==> src/rtl/dilithium_adapter_pkg.sv <==
// Shared types and header-length table for the Dilithium host stream adapters.
package dilithium_adapter_pkg;

    localparam int unsigned HDR_CNT_W = 10;

    typedef enum logic [1:0] {
        MODE_KEYGEN = 2'd0,
        MODE_SIGN   = 2'd1,
        MODE_VERIFY = 2'd2
    } mode_e;

    localparam logic [2:0] SEC_LVL_2 = 3'd2;
    localparam logic [2:0] SEC_LVL_3 = 3'd3;
    localparam logic [2:0] SEC_LVL_5 = 3'd5;

    typedef enum logic [2:0] {
        ST_IDLE,
        ST_HEADER,
        ST_MESSAGE,
        ST_DRAIN,
        ST_FLUSH
    } state_e;

    // Header length in 64-bit words; 0 flags an illegal mode/level pair.
    function automatic logic [HDR_CNT_W-1:0] hdr_words(input logic [1:0] mode,
                                                       input logic [2:0] sec_lvl);
        logic [HDR_CNT_W-1:0] w;
        w = '0;
        if (mode == MODE_KEYGEN) begin
            case (sec_lvl)
                SEC_LVL_2, SEC_LVL_3, SEC_LVL_5: w = 10'd4;
                default:                         w = '0;
            endcase
        end else if (mode == MODE_SIGN) begin
            case (sec_lvl)
                SEC_LVL_2: w = 10'd320;
                SEC_LVL_3: w = 10'd504;
                SEC_LVL_5: w = 10'd612;
                default:   w = '0;
            endcase
        end else if (mode == MODE_VERIFY) begin
            case (sec_lvl)
                SEC_LVL_2: w = 10'd467;
                SEC_LVL_3: w = 10'd658;
                SEC_LVL_5: w = 10'd903;
                default:   w = '0;
            endcase
        end
        return w;
    endfunction

endpackage

==> src/rtl/stream_reg_slice.sv <==
// One-entry valid/ready register slice; full throughput when the sink is ready.
module stream_reg_slice #(
    parameter int unsigned DATA_W = 64
) (
    input  logic              clk,
    input  logic              rst_n,
    input  logic              in_valid,
    output logic              in_ready,
    input  logic [DATA_W-1:0] in_data,
    input  logic              in_last,
    output logic              out_valid,
    input  logic              out_ready,
    output logic [DATA_W-1:0] out_data,
    output logic              out_last
);

    assign in_ready = !out_valid || out_ready;

    always_ff @(posedge clk or negedge rst_n) begin
        if (!rst_n) begin
            out_valid <= 1'b0;
            out_data  <= '0;
            out_last  <= 1'b0;
        end else if (in_valid && in_ready) begin
            out_valid <= 1'b1;
            out_data  <= in_data;
            out_last  <= in_last;
        end else if (out_ready) begin
            out_valid <= 1'b0;
        end
    end

endmodule

==> src/rtl/dilithium_input_adapter.sv <==
// Host ingress adapter: enforces per-mode header length and frames the final
// word toward combined_top through a one-entry output register.
module dilithium_input_adapter
    import dilithium_adapter_pkg::*;
#(
    parameter int unsigned DATA_W = 64,
    parameter int unsigned CNT_W  = 10
) (
    input  logic              clk,
    input  logic              rst,
    input  logic              start,
    input  logic [1:0]        mode,
    input  logic [2:0]        sec_lvl,
    input  logic              valid_i,
    output logic              ready_i,
    input  logic [DATA_W-1:0] data_i,
    input  logic              last_i,
    output logic              core_valid_o,
    input  logic              core_ready_o,
    output logic [DATA_W-1:0] core_data_o,
    output logic              core_last_o,
    output logic              busy,
    output logic              done,
    output logic              err_cfg,
    output logic              err_early_last,
    output logic              err_missing_last
);

    state_e           state_q, state_n;
    logic [CNT_W-1:0] cnt_q, cnt_n;
    logic [CNT_W-1:0] hdr_q, hdr_n;
    logic [CNT_W-1:0] cnt_inc;
    logic [CNT_W-1:0] cfg_hdr;
    logic             keygen_q, keygen_n;
    logic             busy_n, done_n;
    logic             err_cfg_n, err_early_n, err_missing_n;
    logic             slice_ready;
    logic             push, push_last;
    logic             host_xfer;
    logic             hdr_end;

    assign cfg_hdr   = CNT_W'(hdr_words(mode, sec_lvl));
    assign cnt_inc   = cnt_q + CNT_W'(1);
    assign hdr_end   = (cnt_inc == hdr_q);
    assign host_xfer = valid_i && ready_i;

    stream_reg_slice #(
        .DATA_W(DATA_W)
    ) u_out_slice (
        .clk      (clk),
        .rst_n    (rst),
        .in_valid (push),
        .in_ready (slice_ready),
        .in_data  (data_i),
        .in_last  (push_last),
        .out_valid(core_valid_o),
        .out_ready(core_ready_o),
        .out_data (core_data_o),
        .out_last (core_last_o)
    );

    always_ff @(posedge clk or negedge rst) begin
        if (!rst) begin
            state_q          <= ST_IDLE;
            cnt_q            <= '0;
            hdr_q            <= '0;
            keygen_q         <= 1'b0;
            busy             <= 1'b0;
            done             <= 1'b0;
            err_cfg          <= 1'b0;
            err_early_last   <= 1'b0;
            err_missing_last <= 1'b0;
        end else begin
            state_q          <= state_n;
            cnt_q            <= cnt_n;
            hdr_q            <= hdr_n;
            keygen_q         <= keygen_n;
            busy             <= busy_n;
            done             <= done_n;
            err_cfg          <= err_cfg_n;
            err_early_last   <= err_early_n;
            err_missing_last <= err_missing_n;
        end
    end

    always_comb begin
        state_n       = state_q;
        cnt_n         = cnt_q;
        hdr_n         = hdr_q;
        keygen_n      = keygen_q;
        busy_n        = busy;
        done_n        = 1'b0;
        err_cfg_n     = err_cfg;
        err_early_n   = err_early_last;
        err_missing_n = err_missing_last;
        push          = 1'b0;
        push_last     = 1'b0;
        ready_i       = 1'b0;

        case (state_q)
            ST_IDLE: begin
                if (start) begin
                    err_cfg_n     = 1'b0;
                    err_early_n   = 1'b0;
                    err_missing_n = 1'b0;
                    if (cfg_hdr == '0) begin
                        err_cfg_n = 1'b1;
                    end else begin
                        hdr_n    = cfg_hdr;
                        keygen_n = (mode == MODE_KEYGEN);
                        cnt_n    = '0;
                        busy_n   = 1'b1;
                        state_n  = ST_HEADER;
                    end
                end
            end

            ST_HEADER: begin
                ready_i = slice_ready;
                if (host_xfer) begin
                    if (cnt_q < hdr_q) begin
                        cnt_n = cnt_inc;
                    end
                    if (!hdr_end && last_i) begin
                        // Truncated header: the offending word never reaches the core.
                        err_early_n = 1'b1;
                        busy_n      = 1'b0;
                        state_n     = ST_IDLE;
                    end else if (hdr_end) begin
                        push      = 1'b1;
                        push_last = keygen_q || last_i;
                        if (keygen_q && !last_i) begin
                            err_missing_n = 1'b1;
                            state_n       = ST_DRAIN;
                        end else if (last_i) begin
                            state_n = ST_FLUSH;
                        end else begin
                            state_n = ST_MESSAGE;
                        end
                    end else begin
                        push = 1'b1;
                    end
                end
            end

            ST_MESSAGE: begin
                ready_i = slice_ready;
                if (host_xfer) begin
                    push      = 1'b1;
                    push_last = last_i;
                    if (last_i) begin
                        state_n = ST_FLUSH;
                    end
                end
            end

            ST_DRAIN: begin
                ready_i = 1'b1;
                if (host_xfer && last_i) begin
                    busy_n  = 1'b0;
                    state_n = ST_IDLE;
                end
            end

            ST_FLUSH: begin
                if (core_valid_o && core_ready_o && core_last_o) begin
                    done_n  = 1'b1;
                    busy_n  = 1'b0;
                    state_n = ST_IDLE;
                end
            end

            default: begin
                state_n = ST_IDLE;
                busy_n  = 1'b0;
            end
        endcase
    end

endmodule

==> config.mk <==
export PLATFORM = sky130hd
export DESIGN_NAME = dilithium_input_adapter
export DESIGN_NICKNAME = d
export VERILOG_FILES = /design/src/rtl/dilithium_adapter_pkg.sv /design/src/rtl/stream_reg_slice.sv /design/src/rtl/dilithium_input_adapter.sv
export SDC_FILE = /design/constraint.sdc
export NUM_CORES = 1
export LEC_CHECK = 0
export CELL_PAD_IN_SITES_DETAIL_PLACEMENT = 1
export CELL_PAD_IN_SITES_GLOBAL_PLACEMENT = 1
export CORE_UTILIZATION = 36
export DETAILED_ROUTE_END_ITERATION = 6
export MAX_ROUTING_LAYER = met4
export PLACE_DENSITY_LB_ADDON = 0.1
export SLEW_MARGIN = 20
export SYNTH_ARGS = -nofsm -noshare
export SYNTH_HDL_FRONTEND = slang
export SYNTH_SLANG_ARGS = --single-unit
==> constraint.sdc <==
create_clock -name clk -period 3.05 [get_ports clk]
set_input_delay 0.305 -clock clk [delete_from_list [all_inputs] [get_ports clk]]
set_output_delay 0.305 -clock clk [all_outputs]
set_load 0.005 [all_outputs]
Word-level counts from Yosys, hierarchy flattened

Index checks and enable logic that the tools add are counted.

Register bits after elaboration: 95
Output and inout bits: 72

Reduce and logical (&&, ||, !) cells: 26
$lt $le $gt $ge: 1
Add/subtract/negate cells: 1
Bitwise gates (word level): 2
Multiplexer cells: 54
Equal/unequal tests: 23

Operator list:

| operator                                       | number |
|---|---|
| 2-to-1 mux 10 bit                              | 7 |
| case mux 10 bit (3 select lines)               | 2 |
| 2-to-1 mux 3 bit                               | 12 |
| 2-to-1 mux 1 bit                               | 25 |
| != test 2 bit (second input constant)          | 12 |
| case mux 10 bit (2 select lines)               | 1 |
| case mux 3 bit (5 select lines)                | 1 |
| == test 3 x 2 -> 1 bit (second input constant) | 4 |
| adder 10 x 1 -> 10 bit (second input constant) | 1 |
| == test 10 bit                                 | 1 |
| zero test 10 bit                               | 1 |
| < comparator 10 bit                            | 1 |
| case mux 1 bit (2 select lines)                | 5 |
| AND reduction 8 bit                            | 1 |
| logical AND 1 bit                              | 7 |
| AND reduction 7 bit                            | 1 |
| == test 3 bit (second input constant)          | 2 |
| AND reduction 6 bit                            | 1 |
| case mux 1 bit (5 select lines)                | 1 |
| AND reduction 5 bit                            | 1 |
| AND reduction 4 bit                            | 1 |
| nonzero test 2 bit                             | 2 |
| == test 3 x 1 -> 1 bit (second input constant) | 1 |
| zero test 1 bit                                | 3 |
| other kinds (11)                               | 13 |

Logic depth before layout (Yosys ltp)

Gate-level depths: netlist of the first run.

Depth after elaboration: 9
Depth in mapped cells: 8

Hierarchy

A second synthesis of the first run with hierarchy kept.

Cells, all modules: 390
Area, all modules: 4853.4 um^2

Modules (own cells, without submodules):

| module                  | instances | area each (um^2) | cells each |
|---|---|---|---|
| stream_reg_slice        | 1         | 2727.6           | 141 |
| dilithium_input_adapter | 1         | 2125.8           | 249 |

Worst setup path before layout of the first run

Ideal clock, no wire load.

Path type: flip-flop to flip-flop
Start: register cnt_q[0]
End: register u_out_slice.out_data[10]
Path slack: 255 ps
Arrival: 2668 ps
Data required time: 2923 ps
Period minus slack after synthesis: 2795 ps
Path buffers: 1
Stages on the path, launching flop included: 9
Cell sequence: dfrtp_1 ha_1 nand3_1 nor2b_1 nor4b_1 o2111ai_1 o41ai_4 buf_6 mux2_1

Word-level cells in the longest chain between the ends: 8

Ends and longest elaborated chain:

| what                            | RTL line                       | text |
|---|---|---|
| start, declared                 | dilithium_input_adapter.sv:30  | `logic [CNT_W-1:0] cnt_q, cnt_n;` |
| start signal, assigned          | dilithium_input_adapter.sv:75  | `cnt_q <= cnt_n;` |
| adder 10 x 1 -> 10 bit          | dilithium_input_adapter.sv:43  | `assign cnt_inc = cnt_q + CNT_W'(1);` |
| == test 10 bit                  | dilithium_input_adapter.sv:44  | `assign hdr_end = (cnt_inc == hdr_q);` |
| zero test 1 bit                 | dilithium_input_adapter.sv:124 | `if (!hdr_end && last_i) begin` |
| logical AND 1 bit               | dilithium_input_adapter.sv:124 |  |
| 2-to-1 mux 1 bit                | dilithium_input_adapter.sv:124 |  |
| 2-to-1 mux 1 bit                | dilithium_input_adapter.sv:120 | `if (host_xfer) begin` |
| case mux 1 bit (2 select lines) | dilithium_input_adapter.sv:100 | `case (state_q)` |
| logical AND 1 bit               | stream_reg_slice.sv:24         | `end else if (in_valid && in_ready) begin` |
| end signal, assigned            | stream_reg_slice.sv:26         | `out_data <= in_data;` |
| end, declared                   | stream_reg_slice.sv:13         | `output logic [DATA_W-1:0] out_data,` |

No other way between the ends.
A chain may end at the register's enable or synchronous reset.

Worst setup path in the final report of the first run

Start: register cnt_q[1]
End: register u_out_slice.out_data[4]

Same word-level chain as after synthesis.

==> impl_metrics.ini, run 1 <==
[run]
maxCapViolations = 0

[power]
p_leak_uw = 0.002804
finalPower_uw = 5910
vdd_drop_max_uv = 337.2
pwr_density_cell_nw_per_um2 = 894.4

[yosys]
ys.flop_type = dfrtp_1
seq_area_frac_synth_pct = 52.37
synth_cell_types = 53
synth_warnings = 0
synth_area_um2 = 4539
postSynthCellCount = 388
synth_edf_count = 0
async_reset_ff_share_pct = 100.0
syn_nets = 474
yosys_register_bits = 95
synth_area_per_cell_um2 = 11.70

[die]
rows = 40
io_pins = 147
coreArea_um2 = 12160
dieArea_um2 = 13060
die_width_um = 114.3
start_util_pct = 37.33
die_y_um = 114.3

[worst_hold_path]
worstHoldEndpoint = u_out_slice.out_data[13]
min_path_cells = 1
min-delay-start = u_out_slice.out_data[13]
hp-class = register to register

[route]
antenna_left = 0
drt_iter0_markers = 155
viasPerCell = 5.026
drcViolationCount = 0
detail_route.wl_per_cell_um = 17.85
firstDrtPassIters = 4
drt-total-wl_mm = 12.93
num_vias = 3639

[finish]
diodes = 0
area_growth_pct = 45.56
multi_input_area_um2 = 2007
regArea_um2 = 2377
layout-drive-gt1-share_pct = 8.813
nFillCells = 1305
fin_nets = 638

[cts]
cts-root-buf = clkbuf_16
clk_pin_slew_ns = 0.07
tritoncts = built
worstSkewPairLatency_ns = 0.35
numCtsBuffers = 9
cts_max_level = 3
cts.sink_count = 95
cts_buffer_depth = 2

[place]
dpl_worst_slack_ns = 0.1616
dpl.hpwl_mm = 9.392
port_buffers = 146
gp_congestion = 0.8620

[critical_path]
cp-end-kind = register
worstPathArrival_ns = 3.09
r2r-start = cnt_q[1]
crit_fanout = 32
required_ns = 3.28
slowest_delay_ns = 0.42
critPathSlowestCell = dfrtp_1
r2r_slack_ns = 0.19
startpoint_type = register
path_class = register to register
r2r-end = u_out_slice.out_data[4]
crit_chain = ha_1 -> nand3_1 -> buf_4 -> nor2_1 -> xnor2_1 -> o2bb2ai_1 -> o41ai_4 -> buf_4 -> buf_12 -> mux2_1
worstRegToRegCells = 10
crit_top_cell = buf_4

[grt]
antenna_found_initial = 0
grt_pass1_wl_mm = 20.02
grt_start_max_net_pins = 65
grt.overflow.total = 0
grt_pass1_vias = 3813
grt_usage_pct = 20.79

[sta]
fin_crit_ns = 2.865
hold_viol = 0
min_period_over_period_pct = 93.93
drv_slew = 0
setup_viol = 0
max_clock_freq_ghz = 0.3490
worstMarginPinSlew_ns = 0.5797
relSlewSlack_pct = 61.36
worst_slack_ns = 0.1851
finalClockSkew_ns = 0.01399

[run_status]
status = finished clean
-- worst max-delay path: cells and delay by family, from the launching register on --
family          cells  cell delay (ns)
compound gates      2             0.66
xor+xnor            1             0.12
fa+ha+maj           1             0.29
buf+inv             3             0.60
flops               1             0.42
mux                 1             0.34
simple gates        2             0.33
-- metrics by stage --
stage                     utilization, %  instances  hold WS [ns]  instance area [um2]  TNS [ns]
final                              54.33        724        0.4820                 6608         0
after floorplan                        -        388      0.009409                 4539         0
after CTS                          53.87        721        0.4888                 6551         0
after detailed placement           51.38        705        0.3461                 6248         0
after global placement             51.38        705        0.3541                 6248         0
after global routing               54.33        724        0.4974                 6608  -0.09198
-- state kept, by name, indices dropped and copies added (netlist names), 3 cells and up --
name and count:
state_q 3, u_out_slice.out_data 64, cnt_q 10, hdr_q 10
-- timing repair --
item / 4_1_cts / 5_1_grt
hold buffers: 1 / 0
endpoints found under the hold margin: 42 / 0
resized for setup: 0 / 6
buffers inserted: 0 / 1
endpoints found under the setup margin: 0 / 41
-- placed cells by master (no fill, tap or decap), types with 3 or more instances in the layout --
cell / synthesis / final
clkdlybuf4s50_1: 0 / 145
dfrtp_1: 95 / 95
mux2_1: 60 / 60
nand2_1: 28 / 28
o21ai_0: 20 / 20
inv_1: 18 / 18
nor2_1: 18 / 18
buf_4: 0 / 18
a21oi_1: 12 / 12
a31oi_1: 12 / 12
ha_1: 11 / 11
clkbuf_16: 0 / 10
nand3_1: 7 / 7
nor2b_1: 7 / 7
nand2b_1: 6 / 6
xor2_1: 6 / 6
nor3_1: 6 / 6
mux2_2: 6 / 6
nand4_1: 5 / 5
xnor2_1: 5 / 5
o21a_1: 4 / 4
a21o_1: 4 / 4
o21ai_1: 3 / 3
mux2i_1: 3 / 3
o31ai_1: 3 / 3
-- Yosys cell counts, types with 5 or more instances --
| cell | instances | area [um2] |
|---|---|---|
| nand2_1 | 28 | 105.1 |
| a21oi_1 | 12 | 60.06 |
| a31oi_1 | 12 | 75.07 |
| mux2_1 | 60 | 675.7 |
| nand4_1 | 5 | 31.28 |
| nor2b_1 | 7 | 43.79 |
| mux2_2 | 6 | 67.56 |
| clkbuf_1 | 6 | 22.52 |
| inv_1 | 18 | 67.56 |
| nor3_1 | 6 | 30.03 |
| xnor2_1 | 5 | 43.79 |
| buf_6 | 6 | 67.56 |
| ha_1 | 11 | 137.6 |
| nand3_1 | 7 | 35.03 |
| nand2b_1 | 6 | 37.54 |
| o21ai_0 | 20 | 100.1 |
| nor2_1 | 18 | 67.56 |
| dfrtp_1 | 95 | 2377 |
| xor2_1 | 6 | 52.55 |
-- worst max-delay path by stage --
stage	from	end	slack, ns	cells after the start
global route	cnt_q[1]	u_out_slice.out_data[10]	-0.01	10
floorplan	cnt_q[0]	u_out_slice.out_data[10]	0.25	8
CTS	cnt_q[1]	u_out_slice.out_data[60]	0.15	8
detailed placement	cnt_q[1]	u_out_slice.out_data[63]	0.16	8
finish	cnt_q[1]	u_out_slice.out_data[4]	0.19	10
global placement	cnt_q[0]	u_out_slice.out_data[2]	0.25	8
-- power breakdown --
part | internal (uW) | switching [uW]
logic | 1530 | 1100
registers | 1810 | 353
clock network | 635 | 487
total | 3970 | 1940
-- cell families after synthesis --
group	Yosys count	share of synthesized area (%)
flip-flops	95	52.37
AND/OR/NAND/NOR	91	10.06
AO/OA/AOI/OAI	79	11.69
multiplexers	69	17.03
buffers and inverters	32	3.693
XOR/XNOR	11	2.122
adder cells (fa/ha/maj)	11	3.032
-- metal layers --
layer | GRT usage [%] | wire length (um) | up-vias
met3 | 4.288 | 642 | 22
met4 | 8.139 | 244 | 0
met2 | 35.15 | 6432 | 111
li1 | - | - | 1724
met5 | - | 0 | -
met1 | 24.29 | 5607 | 1782
-- layout make-up --
| cell class | count | share of cell area (%) |
|---|---|---|
| clock buffer | 9 | 3.408 |
| clock inverter | 6 | 1.023 |
| inverter | 18 | 1.023 |
| multi-input combinational | 261 | 30.37 |
| sequential | 95 | 35.98 |
| tap | 168 | 3.181 |
| timing repair buffer | 167 | 25.01 |
Note: power is estimated with default switching activity, not from simulation.
==> run 2: changes to the inputs <==
- CORE_UTILIZATION: 36 -> 35
- SLEW_MARGIN: 20 -> 10
==> impl_metrics.ini, run 2 (synthesis gave the netlist of run 1 again) <==
[finish]
top_regs = u_out_slice.out_data (64), cnt_q (10), hdr_q (10)
area_growth_pct = 44.98
diodes = 0
layout-drive-gt1-share_pct = 7.985
fin_nets = 633
regArea_um2 = 2377
multi_input_area_um2 = 2007
nFillCells = 1380
largest_register_ffs = 64
final_cell_mix = 145 x clkdlybuf4s50_1, 95 x dfrtp_1, 60 x mux2_1
stdcell_area_um2 = 6581
largest_register = u_out_slice.out_data
final_common_cell = clkdlybuf4s50_1
final_util_pct = 52.15

[run_status]
status = finished with violations
violations = hold timing

[cts]
numCtsBuffers = 9
clk_pin_slew_ns = 0.06
cts-root-buf = clkbuf_16
tritoncts = built
cts_buffer_depth = 2
worstSkewPairLatency_ns = 0.34
postCtsHoldBufs = 0
cts_max_level = 3
cts.sink_count = 95

[sta]
max_clock_freq_ghz = 0.3500
whs_ns = -0.01090
setup_viol = 0
min_period_over_period_pct = 93.68
setup_tns_ns = 0
drv_slew = 0
relSlewSlack_pct = 57.10
finalClockSkew_ns = 0.008990
rsz0062_at_grt = no
worst_slack_ns = 0.1927
hold_viol = 10
worstMarginPinSlew_ns = 0.6392
fin_crit_ns = 2.857

[critical_path]
critPathSlowestCell = dfrtp_1
worstRegToRegCells = 8
startpoint_type = register
slowest_delay_ns = 0.50
cp-end-kind = register
required_ns = 3.27
worstPathArrival_ns = 3.08
crit_chain = and3_1 -> a31oi_1 -> a211oi_1 -> o21ai_1 -> o41ai_4 -> buf_4 -> buf_8 -> mux2_1
crit_fanout = 32
r2r-end = u_out_slice.out_data[54]
r2r-start = cnt_q[2]
r2r_slack_ns = 0.19
path_class = register to register

[place]
dpl.hpwl_mm = 9.440
port_buffers = 146
postPlaceCellArea_um2 = 6243
gp_congestion = 0.8326
dpl_worst_slack_ns = 0.1324

[grt]
grt.overflow.total = 0
grt_pass1_wl_mm = 19.76
grt_pass1_vias = 3776
grt_start_max_net_pins = 65
antenna_found_initial = 0
grt_usage_pct = 20.12

[route]
num_vias = 3646
drt-total-wl_mm = 12.72
drt_iter0_markers = 97
detail_route.wl_per_cell_um = 17.59
drcViolationCount = 0
antenna_left = 0
firstDrtPassIters = 4
viasPerCell = 5.043

[die]
dieArea_um2 = 13430
rows = 41
die_y_um = 115.9
start_util_pct = 35.97
coreArea_um2 = 12620
die_width_um = 115.9
io_pins = 147

[run]
maxCapViolations = 0

[power]
pwr_density_cell_nw_per_um2 = 895.8
p_leak_uw = 0.002783
vdd_drop_max_uv = 283.2

[worst_hold_path]
hp-class = input pin to asynchronous set/reset pin
run 2: what timing repair did:
| item | 4_1_cts | 5_1_grt |
|---|---|---|
| endpoints found under the setup margin | 0 | 66 |
| setup buffers | 0 | 1 |
| resized for setup | 0 | 5 |
| endpoints found under the hold margin | 0 | 0 |
run 2: worst max-delay path by stage:
stage	start	to	depth (start not counted)
4_1_cts	cnt_q[1]	u_out_slice.out_data[32]	8
3_5_place_dp	cnt_q[1]	u_out_slice.out_data[32]	8
2_1_floorplan	cnt_q[0]	u_out_slice.out_data[10]	8
3_3_place_gp	cnt_q[0]	u_out_slice.out_data[1]	8
5_1_grt	cnt_q[1]	u_out_slice.out_data[13]	9
6_report	cnt_q[2]	u_out_slice.out_data[54]	8
run 2: critical path: cells and delay by family, from the launching register on:
kind,cells,cell delay [ns]
buffers and inverters,2,0.46
muxes,1,0.36
AOI/OAI and AO/OA,4,1.04
DFF,1,0.50
and+or+nand+nor,1,0.38
run 2: power breakdown:
group          switching, uW  leakage (uW)  internal, uW
Sequential               341       0.00116          1810
Clock                    483      0.000142           658
Combinational           1090       0.00148          1520
run 2: layout make-up:
cell class / instances / share of cell area, %
clock buffer: 11 / 3.688
tap: 172 / 3.270
timing repair buffer: 162 / 24.56
inverter: 18 / 1.027
multi-input combinational: 261 / 30.49
sequential: 95 / 36.12
clock inverter: 4 / 0.8365
run 2: layer usage:
layer | vias to the layer above | track usage [%] | wire (um)
met3 | 20 | 3.818 | 678
li1 | 1718 | - | -
met1 | 1801 | 24.14 | 5413
met2 | 107 | 33.29 | 6338
met4 | 0 | 8.120 | 286
met5 | - | - | 0
run 2: stage by stage:
step / instances / total power (uW)
6_report: 723 / 5895
5_1_grt: 723 / 6316
4_1_cts: 721 / 5940
3_5_place_dp: 706 / 4766
3_3_place_gp: 706 / 4637
2_1_floorplan: 388 / 3245
==> run 3: changes to the inputs <==
- CTS_CLUSTER_DIAMETER: unset -> 150
==> results of run 3 <==
Final layout, timing and power as in run 2 (identical DEF).
